## config.mk

```make
export PLATFORM = sky130hd
export DESIGN_NAME = button_debounce_flat
export DESIGN_NICKNAME = d
export VERILOG_FILES = /design/src/rtl/button_debounce_pkg.sv /design/src/rtl/button_debounce_if.sv /design/src/rtl/button_debounce_channel.sv /design/src/rtl/button_debounce.sv /design/src/flat_wrapper.sv
export SDC_FILE = /design/constraint.sdc
export NUM_CORES = 1
export LEC_CHECK = 0
export BUFFER_PORTS_ARGS = -buffer_cell sky130_fd_sc_hd__buf_2
export CAP_MARGIN = 10
export CORE_ASPECT_RATIO = 0.6
export CORE_MARGIN = 8
export CORE_UTILIZATION = 50
export DETAILED_ROUTE_END_ITERATION = 10
export HOLD_SLACK_MARGIN = 0.12
export PLACE_DENSITY = 0.68
export SKIP_LAST_GASP = 1
export SLEW_MARGIN = 10
export SYNTH_ARGS = -nofsm -noshare
export SYNTH_HDL_FRONTEND = slang
export SYNTH_HIERARCHICAL = 1
export SYNTH_SLANG_ARGS = --single-unit
export TNS_END_PERCENT = 30
```

## constraint.sdc

```tcl
create_clock -name clk -period 3.5 [get_ports clk]
set_clock_uncertainty 0.1 [all_clocks]
set_input_delay 0.525 -clock clk [delete_from_list [all_inputs] [get_ports clk]]
set_output_delay 0.525 -clock clk [all_outputs]
set_load 0.01 [all_outputs]
```

## src/rtl/button_debounce_pkg.sv

```systemverilog
// ---------------------------------------------------------------------------
// button_debounce_pkg
//
// Shared definitions for the button debounce block.
//   - Default debounce lengths for silicon and for fast simulation.
//   - idle_level(): the resting pad level for a given button polarity.
//   - debounce_event_e: the event a channel reports when it accepts a level.
// ---------------------------------------------------------------------------
package button_debounce_pkg;

  // 20000 cycles is about 0.4 ms at 50 MHz, which covers typical contact bounce.
  localparam int DEBOUNCE_CYCLES_SILICON = 20000;
  localparam int DEBOUNCE_CYCLES_SIM     = 4;
  localparam int SYNC_STAGES_DEFAULT     = 2;

  typedef enum logic [1:0] {
    EVT_NONE    = 2'd0,
    EVT_PRESS   = 2'd1,
    EVT_RELEASE = 2'd2
  } debounce_event_e;

  // Active-low buttons rest at 1. Active-high buttons rest at 0.
  function automatic logic idle_level(input bit active_low);
    return active_low ? 1'b1 : 1'b0;
  endfunction

endpackage

```

## src/rtl/button_debounce_if.sv

```systemverilog
// ---------------------------------------------------------------------------
// button_debounce_if
//
// Bundles the button-side signals of the debouncer.
//   buttons_raw   : raw pad levels, asynchronous to clk
//   flag_clear    : per-bit clear request for the sticky press flags
//   buttons_clean : debounced levels, same polarity as the pads
//   press_pulse   : one-cycle pulse when a channel becomes active
//   release_pulse : one-cycle pulse when a channel becomes idle
//   press_flag    : sticky record of a press, cleared by flag_clear
//
// The master modport is the side that drives the pads and clears.
// The slave modport is the debouncer itself.
// ---------------------------------------------------------------------------
interface button_debounce_if #(
  parameter int N_BUTTONS = 2
);

  logic [N_BUTTONS-1:0] buttons_raw;
  logic [N_BUTTONS-1:0] flag_clear;
  logic [N_BUTTONS-1:0] buttons_clean;
  logic [N_BUTTONS-1:0] press_pulse;
  logic [N_BUTTONS-1:0] release_pulse;
  logic [N_BUTTONS-1:0] press_flag;

  modport master (
    output buttons_raw,
    output flag_clear,
    input  buttons_clean,
    input  press_pulse,
    input  release_pulse,
    input  press_flag
  );

  modport slave (
    input  buttons_raw,
    input  flag_clear,
    output buttons_clean,
    output press_pulse,
    output release_pulse,
    output press_flag
  );

endinterface

```

## src/rtl/button_debounce_channel.sv

```systemverilog
// ---------------------------------------------------------------------------
// button_debounce_channel
//
// One debounced button. This module contains:
//   - a plain synchronizer chain,
//   - a stability counter,
//   - the accepted (clean) level,
//   - registered press/release pulses and a sticky press flag.
//
// Ports:
//   clk, reset      : clock, asynchronous active-high reset
//   raw_i           : raw pad level, asynchronous to clk
//   flag_clear_i    : synchronous clear of press_flag_o
//   clean_o         : debounced level, same polarity as the pad
//   press_pulse_o   : one-cycle pulse when the clean level becomes active
//   release_pulse_o : one-cycle pulse when the clean level becomes idle
//   press_flag_o    : sticky flag, set together with press_pulse_o
// ---------------------------------------------------------------------------
module button_debounce_channel #(
  parameter int SYNC_STAGES     = 2,
  parameter int DEBOUNCE_CYCLES = 20000,
  parameter bit ACTIVE_LOW      = 1'b1
) (
  input  logic clk,
  input  logic reset,
  input  logic raw_i,
  input  logic flag_clear_i,
  output logic clean_o,
  output logic press_pulse_o,
  output logic release_pulse_o,
  output logic press_flag_o
);

  import button_debounce_pkg::*;

  localparam logic IDLE = idle_level(ACTIVE_LOW);
  localparam int   CNT_W = $clog2(DEBOUNCE_CYCLES + 1);
  // The counter only reaches this value. The edge that would pass it
  // accepts the new level and restarts the count instead.
  localparam logic [CNT_W-1:0] ACCEPT_AT = CNT_W'(DEBOUNCE_CYCLES - 1);

  logic [SYNC_STAGES-1:0] sync_q, sync_d;
  logic [CNT_W-1:0]       count_q, count_d;
  logic                   clean_q, clean_d;
  logic                   press_q, press_d;
  logic                   release_q, release_d;
  logic                   flag_q, flag_d;
  logic                   sync_s;
  debounce_event_e        evt;

  assign sync_s = sync_q[SYNC_STAGES-1];

  // The counter runs only while the synchronized level differs from the
  // accepted level. Any return to the accepted level discards the partial
  // count, so a glitch never brings an acceptance closer.
  always_comb begin
    sync_d    = {sync_q[SYNC_STAGES-2:0], raw_i};
    count_d   = '0;
    clean_d   = clean_q;
    evt       = EVT_NONE;
    if (sync_s != clean_q) begin
      if (count_q == ACCEPT_AT) begin
        clean_d = sync_s;
        evt     = (sync_s == IDLE) ? EVT_RELEASE : EVT_PRESS;
      end else begin
        count_d = count_q + CNT_W'(1);
      end
    end
    press_d   = (evt == EVT_PRESS);
    release_d = (evt == EVT_RELEASE);
    // A new press wins over a clear in the same cycle, so no press is lost.
    flag_d    = press_d | (flag_q & ~flag_clear_i);
  end

  always_ff @(posedge clk or posedge reset) begin
    if (reset) begin
      sync_q    <= {SYNC_STAGES{IDLE}};
      count_q   <= '0;
      clean_q   <= IDLE;
      press_q   <= 1'b0;
      release_q <= 1'b0;
      flag_q    <= 1'b0;
    end else begin
      sync_q    <= sync_d;
      count_q   <= count_d;
      clean_q   <= clean_d;
      press_q   <= press_d;
      release_q <= release_d;
      flag_q    <= flag_d;
    end
  end

  assign clean_o         = clean_q;
  assign press_pulse_o   = press_q;
  assign release_pulse_o = release_q;
  assign press_flag_o    = flag_q;

endmodule

```

## src/rtl/button_debounce.sv

```systemverilog
// ---------------------------------------------------------------------------
// button_debounce
//
// This is the input-conditioning stage in front of the Wishbone buttons/LEDs
// peripheral. Each raw pad button goes through its own independent debounce
// channel. The clean outputs keep the pad polarity, so the downstream
// peripheral still performs its own inversion.
//
// Ports:
//   clk   : system/wishbone clock
//   reset : asynchronous active-high reset
//   bus   : button_debounce_if.slave. It carries raw inputs, flag clears,
//           clean levels, pulses and flags, N_BUTTONS bits each.
// ---------------------------------------------------------------------------
module button_debounce #(
  parameter int N_BUTTONS       = 2,
  parameter int SYNC_STAGES     = 2,
  parameter int DEBOUNCE_CYCLES = 20000,
  parameter bit ACTIVE_LOW      = 1'b1
) (
  input  logic                clk,
  input  logic                reset,
  button_debounce_if.slave    bus
);

  logic [N_BUTTONS-1:0] clean_vec;
  logic [N_BUTTONS-1:0] press_vec;
  logic [N_BUTTONS-1:0] release_vec;
  logic [N_BUTTONS-1:0] flag_vec;

  for (genvar i = 0; i < N_BUTTONS; i++) begin : g_chan
    button_debounce_channel #(
      .SYNC_STAGES     (SYNC_STAGES),
      .DEBOUNCE_CYCLES (DEBOUNCE_CYCLES),
      .ACTIVE_LOW      (ACTIVE_LOW)
    ) u_chan (
      .clk             (clk),
      .reset           (reset),
      .raw_i           (bus.buttons_raw[i]),
      .flag_clear_i    (bus.flag_clear[i]),
      .clean_o         (clean_vec[i]),
      .press_pulse_o   (press_vec[i]),
      .release_pulse_o (release_vec[i]),
      .press_flag_o    (flag_vec[i])
    );
  end

  assign bus.buttons_clean = clean_vec;
  assign bus.press_pulse   = press_vec;
  assign bus.release_pulse = release_vec;
  assign bus.press_flag    = flag_vec;

endmodule
```

## src/flat_wrapper.sv

```systemverilog
// flat-port wrapper written by rule: the top's interface ports become plain ports
module button_debounce_flat 
#(
  parameter int N_BUTTONS       = 2,
  parameter int SYNC_STAGES     = 2,
  parameter int DEBOUNCE_CYCLES = 20000,
  parameter bit ACTIVE_LOW      = 1'b1
)
  (clk, reset, bus_buttons_raw, bus_flag_clear, bus_buttons_clean, bus_press_pulse, bus_release_pulse, bus_press_flag);
  button_debounce_if #(.N_BUTTONS(N_BUTTONS)) bus_i ();
  input  logic clk;
  input  logic reset;
  input wire logic [$bits(bus_i.buttons_raw)-1:0] bus_buttons_raw;
  input wire logic [$bits(bus_i.flag_clear)-1:0] bus_flag_clear;
  output wire logic [$bits(bus_i.buttons_clean)-1:0] bus_buttons_clean;
  output wire logic [$bits(bus_i.press_pulse)-1:0] bus_press_pulse;
  output wire logic [$bits(bus_i.release_pulse)-1:0] bus_release_pulse;
  output wire logic [$bits(bus_i.press_flag)-1:0] bus_press_flag;
  assign bus_i.buttons_raw = bus_buttons_raw;
  assign bus_i.flag_clear = bus_flag_clear;
  assign bus_buttons_clean = bus_i.buttons_clean;
  assign bus_press_pulse = bus_i.press_pulse;
  assign bus_release_pulse = bus_i.release_pulse;
  assign bus_press_flag = bus_i.press_flag;
  button_debounce #(.N_BUTTONS(N_BUTTONS), .SYNC_STAGES(SYNC_STAGES), .DEBOUNCE_CYCLES(DEBOUNCE_CYCLES), .ACTIVE_LOW(ACTIVE_LOW)) u_core (.clk(clk), .reset(reset), .bus(bus_i));
endmodule
```

==> results.md, run 1 <==
* Number of antenna diodes at 0
* Pins Over Slew Limit at 0
* Number of global-route vias before repair at 1415
* Half-perimeter wire length after detailed placement at 2680 um
* Dominant synthesized flop cell: dfrtp_1
* R2R Path Start: u_core/g_chan[0].u_chan/count_q[0]
* Maximum number of pins on one net before global-route repair at 22
* Total overflow reported by the global router at 0
* Chain of cells forming the critical path: ha_1 -> and4_1 -> nand4_1 -> nand2_1 -> nor2_1
* Hold crit path type: in -> reg
* Remaining max-slew budget at the tightest pin at 0.465
* Required arrival time at the worst endpoint at 3.56 ns
* Worst reg-to-reg path cell count at 5
* Number of sinks driven by the clock tree at 42
* Width of the die at a little under 100 um
* Largest stage delay on the critical path at 0.43 ns
* Instance area after placement at between 0.002 and 0.0025 mm2
* Capture point of the critical path: u_core/g_chan[0].u_chan/count_q[11]
* CTS root buffer: clkbuf_8
* Routed via count at 1350
* Layout cells sized above 1 at 0.169
* Area added between synthesis and finish at 10.6%
* H-tree levels at 2
* Number of buffers on the longest clock path at 2
* Per-cell via count in the routed design at roughly 5.6
* Count of unique library cells instantiated by Yosys at 25
* Worst-case register-to-register setup slack at 1.56 ns
* RSZ-0062 raised after global routing: false
* # Post-CTS Setup Buffers at 0
* Net count reported at finish at between 200 and 250
* Post-cts resize count at 0
* Clock insertion delay at the later pin of the skew report at 0.29 ns
* Critical Setup Path Class: reg -> reg
* Number of primary I/O pins at 14
* Share of the cycle needed by the critical path after routing at 0.554
* Hold Fails Final Rpt at 0
* YS warnings at 6
* Largest fanout on the critical path at 14
* Count of mapped cells out of synthesis at about 180
* Full die area at roughly 0.0062 mm2
* Delay-heaviest family, CP: simple AND/OR/NAND/NOR gates
* Crit path launch: u_core/g_chan[0].u_chan/count_q[0]
* Number of hold buffers added after CTS at 0
* Top post-synthesis cells by area: dfrtp_1 47%, dfstp_2 8.2%, xnor2_1 7.2%, nor2_1 5.8%, xor2_1 4.5%
* Finished Core Util at 0.581
* Placer Congestion at 0.846
* Max Clock Freq at 0.515 GHz
* Initial cell density of the core at 0.526
* Leakage Power at ~0.93 nW
* Fillcell total at 310
* Antenna violations before repair at 0
* Post-synthesis cell area at 0.00193 mm2
* Share of async-settable or async-resettable flops after synthesis at 1.00
* Critical R2R Capture: u_core/g_chan[0].u_chan/count_q[11]
* Violation count after the first detailed-route iteration at 92
* Average wire per standard cell at between 15 and 20 um
* Floorplan row count at 17
* Syn Area/Cell at approximately 11 um2
* Crit path depth at 5
* Height of the chip at 64.2 um
* Startpoint types: flip-flop
* Area of all placed cells without fillers at 0.00214 mm2
* TritonCTS clock tree: yes
* Outcome: finished clean
* DRC Markers at 0
* Critical path buffers and inverters at 0
* Endpoint kind of the worst setup timing path: flip-flop
* Total detailed-routing wirelength at 3710 um
* Largest area contributor in the netlist: dfrtp_1
* First-pass GRT wire length at 6400 um
* Antenna violation net count after detailed routing at 0
* Total Neg Setup Slack at 0 ns
* Number of clock buffers inserted by TritonCTS at 5
* IR drop worst, VDD at 282 uV
* Clock transition at path regs at ~0.08 ns
* Arrival time at the worst endpoint at 2.00 ns
* Gr usage total at 0.133
* Smallest hold slack at 0.231 ns
* First-pass iteration count of the detailed router at 4
* Number of failing setup endpoints in the final timing report at 0
* Power density normalized to cell area at 423 mW/mm2
* Share of synthesized area occupied by flip-flops and latches at 0.547
* Standard cell with the maximum stage delay on the critical path: nand2_1
* Buffers added on ports at 13
* Share of the synthesized area in the top cell type at 0.466
* EDFF count, synth at 0
* Max capacitance violation total at 0
* Slew at the pin with the worst max-slew slack at 0.802 ns
* Syn Nets at about 190
* Post-layout minimum cycle time at 1.94 ns
* Most used cells in the layout excluding fill and tap cells: 36 x dfrtp_1, 30 x nor2_1, 16 x xnor2_1
* Overall power of the completed layout at 904 uW
* Most frequent standard cell in the layout excluding fill and tap cells: dfrtp_1
* Count of state elements after synthesis at 42
* Placeable core region at 0.00368 mm2
[how the worst min path moves through the flow]
stage                                            startpoint                                 to  slack [ns]  cells past startpoint
after floorplan           u_core/g_chan[0].u_chan/sync_q[0]  u_core/g_chan[0].u_chan/sync_q[1]        0.25                      0
after global placement    u_core/g_chan[1].u_chan/sync_q[0]  u_core/g_chan[1].u_chan/sync_q[1]        0.25                      0
after detailed placement  u_core/g_chan[1].u_chan/sync_q[0]  u_core/g_chan[1].u_chan/sync_q[1]        0.25                      0
after CTS                                bus_buttons_raw[0]  u_core/g_chan[0].u_chan/sync_q[0]        0.22                      1
after global routing                     bus_buttons_raw[0]  u_core/g_chan[0].u_chan/sync_q[0]        0.21                      1
final                                    bus_buttons_raw[1]  u_core/g_chan[1].u_chan/sync_q[0]        0.23                      1
[worst reg2reg max path, cell delays in order (launching register included)]
cell     delay, ns
dfrtp_1       0.42
ha_1          0.25
and4_1        0.30
nand4_1       0.19
nand2_1       0.44
nor2_1        0.12
[synthesized netlist by cell type, drive strengths merged, types with 4 or more instances]
library cell and n:
nor2 30, dfstp 6, inv 6, nor3b 4
nor4 6, dfrtp 36, buf 4, nor3 6
nand3 10, xnor2 16, nand2 10, nand4 14
and3 4, xor2 10
[flip-flops by register name, summed over array words and instances, names as in the netlist]
register and cells:
u_core/g_chan.u_chan/clean_o 2, u_core/g_chan.u_chan/release_pulse_o 2, u_core/g_chan.u_chan/press_flag_o 2, u_core/g_chan.u_chan/press_pulse_o 2, u_core/g_chan.u_chan/sync_q 4, u_core/g_chan.u_chan/count_q 30
[layout make-up]
class,count,area (um2),share of cell area
Inverter,6,22.5,0.0105
Clock buffer,7,76.3,0.0357
Timing Repair Buffer,13,65.1,0.0304
Clock inverter,1,30.0,0.0140
Sequential cell,42,1060,0.495
Multi-Input combinational cell,126,828,0.387
Tap cell,47,58.8,0.0275
[per-stage QoR]
stage,setup WS [ns],cells
after floorplan,1.92,178
after global placement,1.64,234
after detailed placement,1.58,234
after CTS,1.56,242
after global routing,1.37,242
final,1.56,242
[routing by layer]
metal,track usage,vias up,share of wire
li1,-,649,-
met1,0.180,651,0.50
met2,0.179,44,0.42
met3,0.0513,6,0.069
met4,0.0657,0,0.012
met5,0,-,0
[cells by family after synthesis]
kind of cell	count (synthesis)	synth area share
simple gates	90	0.265
flops	42	0.547
xor+xnor	26	0.118
buf+inv	10	0.0246
compound gates	6	0.0207
mux	2	0.0116
fa+ha+maj	2	0.0129
[where the power goes]
group / total, mW / internal (mW) / switching (mW)
logic: 0.0285 / 0.00857 / 0.0199
registers: 0.505 / 0.495 / 0.00970
clock network: 0.371 / 0.213 / 0.158
Power figures use the tool's default switching activity.
==> run 2, diff against run 1 <==
--- a/config.mk
+++ b/config.mk
@@ -12,7 +12,7 @@
 export CORE_UTILIZATION = 50
 export DETAILED_ROUTE_END_ITERATION = 10
 export HOLD_SLACK_MARGIN = 0.12
-export PLACE_DENSITY = 0.68
+export PLACE_DENSITY = 0.71
 export SKIP_LAST_GASP = 1
 export SLEW_MARGIN = 10
 export SYNTH_ARGS = -nofsm -noshare
==> constraint.sdc (replaced) <==
create_clock -name clk -period 1.7 [get_ports clk]
set_clock_uncertainty 0.1 [all_clocks]
set_input_delay 0.255 -clock clk [delete_from_list [all_inputs] [get_ports clk]]
set_output_delay 0.255 -clock clk [all_outputs]
set_load 0.01 [all_outputs]
==> run 2 against run 1 <==
Net effect:
- clock power up 67%
- utilization rose by 4.0 points
- final area rose by 6.9%
- sequential share of layout area shrank 3.2 points
- count of clock-buffer cells in the layout shrank 1
- highest routed layer unchanged
==> results.md, run 2 (synthesized netlist as in run 1, its figures left out) <==
* Overall power of the completed layout at 1.75 mW (+94%)
* Average wire per standard cell at 14.9 um (-2.7%)
* R2R Path Start: u_core/g_chan[0].u_chan/count_q[1]
* Number of primary I/O pins at 14 (unchanged)
* Hold Startpoint: bus_flag_clear[1]
* Total detailed-routing wirelength at 3840 um (+3.4%)
* Startpoint types: flip-flop
* Standard cell with the maximum stage delay on the critical path: dfrtp_1
* Layout cells sized above 1 at 0.248 (+0.0784)
* Floorplan row count at 17 (unchanged)
* Violation count after the first detailed-route iteration at 169 (+84%)
* Max Clock Freq at 0.611 GHz (+19%)
* Net count reported at finish at 217 (+7.4%)
* Arrival time at the worst endpoint at 1.76 ns (-0.24 ns)
* Area added between synthesis and finish at 18.2%
* Full die area at 0.00618 mm2 (unchanged)
* Worst-case register-to-register setup slack at 0.06 ns (-1.50 ns)
* Total overflow reported by the global router at 0 (unchanged)
* Placeable core region at 0.00368 mm2 (unchanged)
* Share of total power consumed by net switching at 0.227 (+0.0198)
* Area of all placed cells without fillers at 0.00229 mm2 (+6.9%)
* Number of global-route vias before repair at 1353 (-4.4%)
* H-tree levels at 2 (unchanged)
* Slew at the pin with the worst max-slew slack at 0.313 ns (-0.489 ns)
* Outcome: finished clean
* Delay-heaviest family, CP: simple AND/OR/NAND/NOR gates
* Worst Hold Path Cells at 3 (+2)
* RSZ-0062 raised after global routing: false
* Fin cells at 257 (+6.2%)
* Initial cell density of the core at 0.526 (unchanged)
* Number of flip-flops in the largest register at 30 (unchanged)
* Largest fanout on the critical path at 4 (-10)
* Hold worst-path end: u_core/g_chan[1].u_chan/press_flag_o
* Largest stage delay on the critical path at 0.37 ns (-0.06 ns)
* Endpoint kind of the worst setup timing path: flip-flop
* Width of the die at 96.3 um (unchanged)
* Critical Setup Path Class: reg -> reg
* Hold Fails Final Rpt at 0 (unchanged)
* Per-cell via count in the routed design at 5.37 (-3.7%)
* Instance area after placement at 0.00212 mm2 (+4.2%)
* Number of sinks driven by the clock tree at 42 (unchanged)
* Logic pwr share at 0.055 (+0.023)
* First-pass GRT wire length at 6470 um (+1.1%)
* Buffers added on ports at 13 (unchanged)
* Number of failing setup endpoints in the final timing report at 0 (unchanged)
* Required arrival time at the worst endpoint at 1.82 ns (-1.74 ns)
* Smallest hold slack at 0.130 ns (-0.101 ns)
* Number of antenna diodes at 0 (unchanged)
* DRC Markers at 0 (unchanged)
* CTS root buffer: clkbuf_8
* Power density normalized to cell area at 766 mW/mm2 (+81%)
* IR drop worst, VDD at 640 uV (+130%)
* Register with the most flip-flops: u_core/g_chan.u_chan/count_q
* Antenna violation net count after detailed routing at 0 (unchanged)
* Clock insertion delay at the later pin of the skew report at 0.29 ns (about the same)
* Critical path buffers and inverters at 1 (+1)
* Power spent charging and discharging nets at 398 uW (+110%)
* Critical R2R Capture: u_core/g_chan[0].u_chan/clean_o
* Routed via count at 1381 (+2.3%)
* First-pass iteration count of the detailed router at 4 (unchanged)
* Pins Over Slew Limit at 0 (unchanged)
* Relative contribution of the clock network to total power at 0.354 (-0.057)
* Placer Congestion at 0.878 (+3.7%)
* TritonCTS clock tree: yes
* Share of the cycle needed by the critical path after routing at 0.963 (+0.409)
* Internal power at 1.35 mW (+89%)
* Crit path depth at 5 (unchanged)
* Post-layout minimum cycle time at 1.64 ns (-0.303 ns)
* Regs by FF count: u_core/g_chan.u_chan/count_q (30), u_core/g_chan.u_chan/sync_q (4)
* Leakage Power at 1.00 nW (+7.4%)
* Height of the chip at 64.2 um (unchanged)
* Inst Count DP at 242 (+3.4%)
* Most used cells in the layout excluding fill and tap cells: 36 x dfrtp_1, 30 x nor2_1, 16 x xnor2_1
* Gr usage total at 0.134 (+0.000876)
* Hold crit path type: in -> reg
* Sequential fraction of design power at 0.591 (+0.033)
* Chain of cells forming the critical path: ha_2 -> and4_1 -> nand4_1 -> buf_4 -> mux2_2
* Max capacitance violation total at 0 (unchanged)
* Maximum number of pins on one net before global-route repair at 22 (unchanged)
* Most frequent standard cell in the layout excluding fill and tap cells: dfrtp_1
* Number of buffers on the longest clock path at 2 (unchanged)
* Number of clock buffers inserted by TritonCTS at 5 (unchanged)
* Half-perimeter wire length after detailed placement at 2690 um (about the same)
* Worst reg-to-reg path cell count at 5 (unchanged)
* Remaining max-slew budget at the tightest pin at 0.790 (+0.325)
* Clock transition at path regs at 0.08 ns (about the same)
* Antenna violations before repair at 0 (unchanged)
==> run 2: cell types whose count changed in the layout (fill, tap and decap cells not counted), moves of 2 or more <==
cell           change
buf_12             +2
buf_4             +10
dlygate4sd3_1      +3
ha_1               -2
ha_2               +2
nor3b_1            -2
nor3b_2            +2
==> run 2: final cells by class <==
class / instances / area (um2)
clock inverter: 2 / 13.8
clock buffer: 6 / 72.6
tap: 47 / 58.8
inverter: 6 / 22.5
timing repair buffer: 28 / 210
sequential: 42 / 1060
multi-input combinational: 126 / 851
fill: 283 / 1390
==> run 2: what timing repair did <==
item,4_1_cts,5_1_grt
endpoints found under the hold margin,38,0
gates resized for setup,1,5
pin swaps,1,1
endpoints found under the setup margin,13,31
hold buffers,3,0
setup buffers,0,4
gates cloned,0,0
==> run 2: tightest hold or removal path, cell delays in order <==
cell    delay, ns
buf_2        0.09
inv_1        0.04
a21o_1       0.10
==> run 2: worst max path at each step <==
stage                                                  start                                  end  slack (ns)
final                     u_core/g_chan[0].u_chan/count_q[1]      u_core/g_chan[0].u_chan/clean_o        0.06
after global routing      u_core/g_chan[0].u_chan/count_q[1]      u_core/g_chan[0].u_chan/clean_o       0.001
after CTS                 u_core/g_chan[0].u_chan/count_q[1]   u_core/g_chan[0].u_chan/count_q[3]       0.005
after detailed placement  u_core/g_chan[0].u_chan/count_q[1]   u_core/g_chan[0].u_chan/count_q[3]       -0.01
after global placement    u_core/g_chan[0].u_chan/count_q[1]  u_core/g_chan[0].u_chan/count_q[13]        0.03
after floorplan           u_core/g_chan[0].u_chan/count_q[0]  u_core/g_chan[0].u_chan/count_q[11]        0.12
==> run 2: layer usage <==
layer	share of wire	global-route usage	wire [um]	vias to the layer above
li1	-	-	-	685
met1	0.50	0.199	1920	648
met2	0.41	0.168	1590	41
met3	0.070	0.0478	269	7
met4	0.015	0.0507	57	0
met5	0	0	0	-
==> run 2: stage by stage <==
stage	utilization	setup WS, ns	TNS (ns)
3_3_place_gp	0.576	0.0253	0
3_5_place_dp	0.576	-0.0103	-0.0103
4_1_cts	0.608	0.00468	0
5_1_grt	0.622	0.00109	0
2_1_floorplan	-	0.116	0
6_report	0.622	0.0630	0
==> run 2: power groups by stage <==
stage	Sequential [mW]	Combinational (mW)	Clock [mW]
2_1_floorplan	1.05	0.0454	0
3_3_place_gp	1.05	0.0801	0
3_5_place_dp	1.06	0.0828	0
4_1_cts	1.04	0.0891	0.647
5_1_grt	1.04	0.111	0.686
6_report	1.03	0.0964	0.620
==> run 3, diff against run 2 <==
--- a/config.mk
+++ b/config.mk
@@ -5,7 +5,7 @@
 export SDC_FILE = /design/constraint.sdc
 export NUM_CORES = 1
 export LEC_CHECK = 0
-export BUFFER_PORTS_ARGS = -buffer_cell sky130_fd_sc_hd__buf_2
+export BUFFER_PORTS_ARGS = -buffer_cell sky130_fd_sc_hd__buf_4
 export CAP_MARGIN = 10
 export CORE_ASPECT_RATIO = 0.6
 export CORE_MARGIN = 8
==> run 3 against run 2 <==
Net effect:
- worst setup slack better by 0.015 ns
- first-iteration DRC count is 39% lower
- worst hold slack better by 0.020 ns
- largest cell class unchanged
- final area is 1.2% higher
- via count is 2.5% higher
- sequential share of layout area is 0.50 points lower
- cell count is 1.2% lower
- largest power group unchanged
- critical path depth is 1 higher
- non-clock buffer count is 3 lower
==> results.md, run 3 (synthesized netlist as in run 1, its figures left out) <==
* Outcome: finished clean
* Worst reg-to-reg path cell count at 6 (+1)
* Antenna violations before repair at 0 (unchanged)
* Number of sinks driven by the clock tree at 42 (unchanged)
* Full die area at 0.00618 mm2 (unchanged)
* Power spent charging and discharging nets at 381 uW (-4.1%)
* IR drop worst, VDD at 546 uV (-15%)
* Total detailed-routing wirelength at 3890 um (+1.3%)
* Register with the most flip-flops: u_core/g_chan.u_chan/count_q
* Gr usage total at 0.132 (-0.00125)
* TritonCTS clock tree: yes
* Placeable core region at 0.00368 mm2 (unchanged)
* Clock transition at path regs at 0.08 ns (about the same)
* Fin cells at 254 (-1.2%)
* Average wire per standard cell at 15.3 um (+2.5%)
* Buffers added on ports at 13 (unchanged)
* DRC Markers at 0 (unchanged)
* Hold Fails Final Rpt at 0 (unchanged)
* First-pass GRT wire length at 6380 um (-1.3%)
* Maximum number of pins on one net before global-route repair at 22 (unchanged)
* Leakage Power at 0.984 nW (-1.6%)
* Smallest hold slack at 0.150 ns (+0.0197 ns)
* RSZ-0062 raised after global routing: false
* Net count reported at finish at 214 (-1.4%)
* Overall power of the completed layout at 1.74 mW (-0.57%)
* Antenna violation net count after detailed routing at 0 (unchanged)
* Largest stage delay on the critical path at 0.37 ns (about the same)
* Floorplan row count at 17 (unchanged)
* Instance area after placement at 0.00215 mm2 (+1.5%)
* Fillcell total at 289 (+2.1%)
* Max Clock Freq at 0.617 GHz (+0.94%)
* Routed via count at 1415 (+2.5%)
* Remaining max-slew budget at the tightest pin at 0.778 (-0.0113)
* Relative contribution of the clock network to total power at 0.345 (-0.009)
* Total overflow reported by the global router at 0 (unchanged)
* Number of clock buffers inserted by TritonCTS at 5 (unchanged)
* Post-layout minimum cycle time at 1.62 ns (-0.0152 ns)
* Number of primary I/O pins at 14 (unchanged)
* Share of the cycle needed by the critical path after routing at 0.954 (-0.00897)
* Regs by FF count: u_core/g_chan.u_chan/count_q (30), u_core/g_chan.u_chan/sync_q (4)
* Standard cell with the maximum stage delay on the critical path: dfrtp_1
* Area added between synthesis and finish at 19.7%
* Minimum setup slack in the final design at 0.0782 ns (+0.0152 ns)
* Setup slack at placement at 0.0107 ns (+0.0211 ns)
* Slew at the pin with the worst max-slew slack at 0.329 ns (+0.0168 ns)
* Height of the chip at 64.2 um (unchanged)
* Power density normalized to cell area at 752 mW/mm2 (-1.8%)
* First-pass iteration count of the detailed router at 4 (unchanged)
* Number of global-route vias before repair at 1368 (+1.1%)
* Number of flip-flops in the largest register at 30 (unchanged)
* Half-perimeter wire length after detailed placement at 2710 um (+0.97%)
* Internal power at 1.36 mW (+0.47%)
* Most used cells in the layout excluding fill and tap cells: 35 x dfrtp_1, 30 x nor2_1, 20 x buf_4
* Number of buffers on the longest clock path at 2 (unchanged)
* Initial cell density of the core at 0.526 (unchanged)
* Most frequent standard cell in the layout excluding fill and tap cells: dfrtp_1
* Inst Count DP at 242 (unchanged)
* Per-cell via count in the routed design at 5.57 (+3.7%)
* Chain of cells forming the critical path: ha_2 -> and4_1 -> nand4_1 -> nand2_1 -> buf_12 -> nor2_1
* Critical path buffers and inverters at 1 (unchanged)
* Required arrival time at the worst endpoint at 1.78 ns (-0.04 ns)
* CTS root buffer: clkbuf_8
* Crit path depth at 6 (+1)
* Delay-heaviest family, CP: simple AND/OR/NAND/NOR gates
* Critical Setup Path Class: reg -> reg
* Width of the die at 96.3 um (unchanged)
* Violation count after the first detailed-route iteration at 103 (-39%)
* Total Neg Setup Slack at 0 ns (unchanged)
* Number of antenna diodes at 0 (unchanged)
* Largest fanout on the critical path at 14 (+10)
* Area of all placed cells without fillers at 0.00231 mm2 (+1.2%)
* Layout cells sized above 1 at 0.242 (-0.00607)
* Max capacitance violation total at 0 (unchanged)
* Number of failing setup endpoints in the final timing report at 0 (unchanged)
* Worst Hold Path Cells at 3 (unchanged)
* Finished Core Util at 0.629 (+0.00748)
* Logic pwr share at 0.058 (+0.003)
* Share of total power consumed by net switching at 0.219 (-0.00811)
* Startpoint types: flip-flop
* Hold crit path type: in -> reg
* Arrival time at the worst endpoint at 1.70 ns (-0.06 ns)
* Clock insertion delay at the later pin of the skew report at 0.29 ns (about the same)
* H-tree levels at 2 (unchanged)
* Placer Congestion at 0.875 (-0.33%)
* Pins Over Slew Limit at 0 (unchanged)
* Endpoint kind of the worst setup timing path: flip-flop
* Sequential fraction of design power at 0.597 (+0.006)
run 3: cell count changes in the layout (fill, tap and decap cells not counted), sizes merged:
cell    change
buf         -3
clkbuf      +2
clkinv      -2
run 3: worst paths after layout:
path / startpoint / endpoint / slack, ns
setup / recovery: u_core/g_chan[0].u_chan/count_q[1] / u_core/g_chan[0].u_chan/count_q[10] / 0.08
hold / removal: bus_flag_clear[0] / u_core/g_chan[0].u_chan/press_flag_o / 0.15
setup reg to reg: u_core/g_chan[0].u_chan/count_q[1] / u_core/g_chan[0].u_chan/count_q[10] / 0.08
hold reg to reg: u_core/g_chan[0].u_chan/sync_q[0] / u_core/g_chan[0].u_chan/sync_q[1] / 0.26
max in group asynchronous: reset / u_core/g_chan[1].u_chan/sync_q[0] / 0.77
min in group asynchronous: reset / u_core/g_chan[0].u_chan/count_q[7] / 0.45
run 3: power groups by stage:
stage               Sequential, mW  Clock [mW]  Combinational [mW]
finish                        1.04       0.601               0.101
global route                  1.04       0.657               0.112
CTS                           1.04       0.622              0.0937
detailed placement            1.06           0              0.0884
global placement              1.05           0              0.0834
floorplan                     1.05           0              0.0454
run 3: layout make-up:
class,instances,area [um2],area share
multi-input combinational,126,873,0.377
tap,47,58.8,0.0254
sequential,42,1060,0.458
timing repair buffer,25,220,0.0951
inverter,6,22.5,0.00973
clock buffer,8,80.1,0.0346
run 3: layer usage:
metal	share of wire	global-route usage	wire [um]	vias to the layer above
li1	-	-	-	675
met1	0.51	0.185	1980	705
met2	0.43	0.184	1670	28
met3	0.048	0.0431	185	7
met4	0.014	0.0507	53	0
met5	0	0	0	-
run 3: timing repair:
action,CTS,global route
setup endpoints to repair,0,34
buffers inserted,0,1
endpoints found under the hold margin,38,0
resized for setup,0,10
hold buffers,3,0
run 3: worst reg2reg max path: stages (launching register included):
cell and delay, ns:
dfrtp_1 0.37, ha_2 0.22, and4_1 0.27, nand4_1 0.18, nand2_1 0.16, buf_12 0.15
nor2_1 0.07
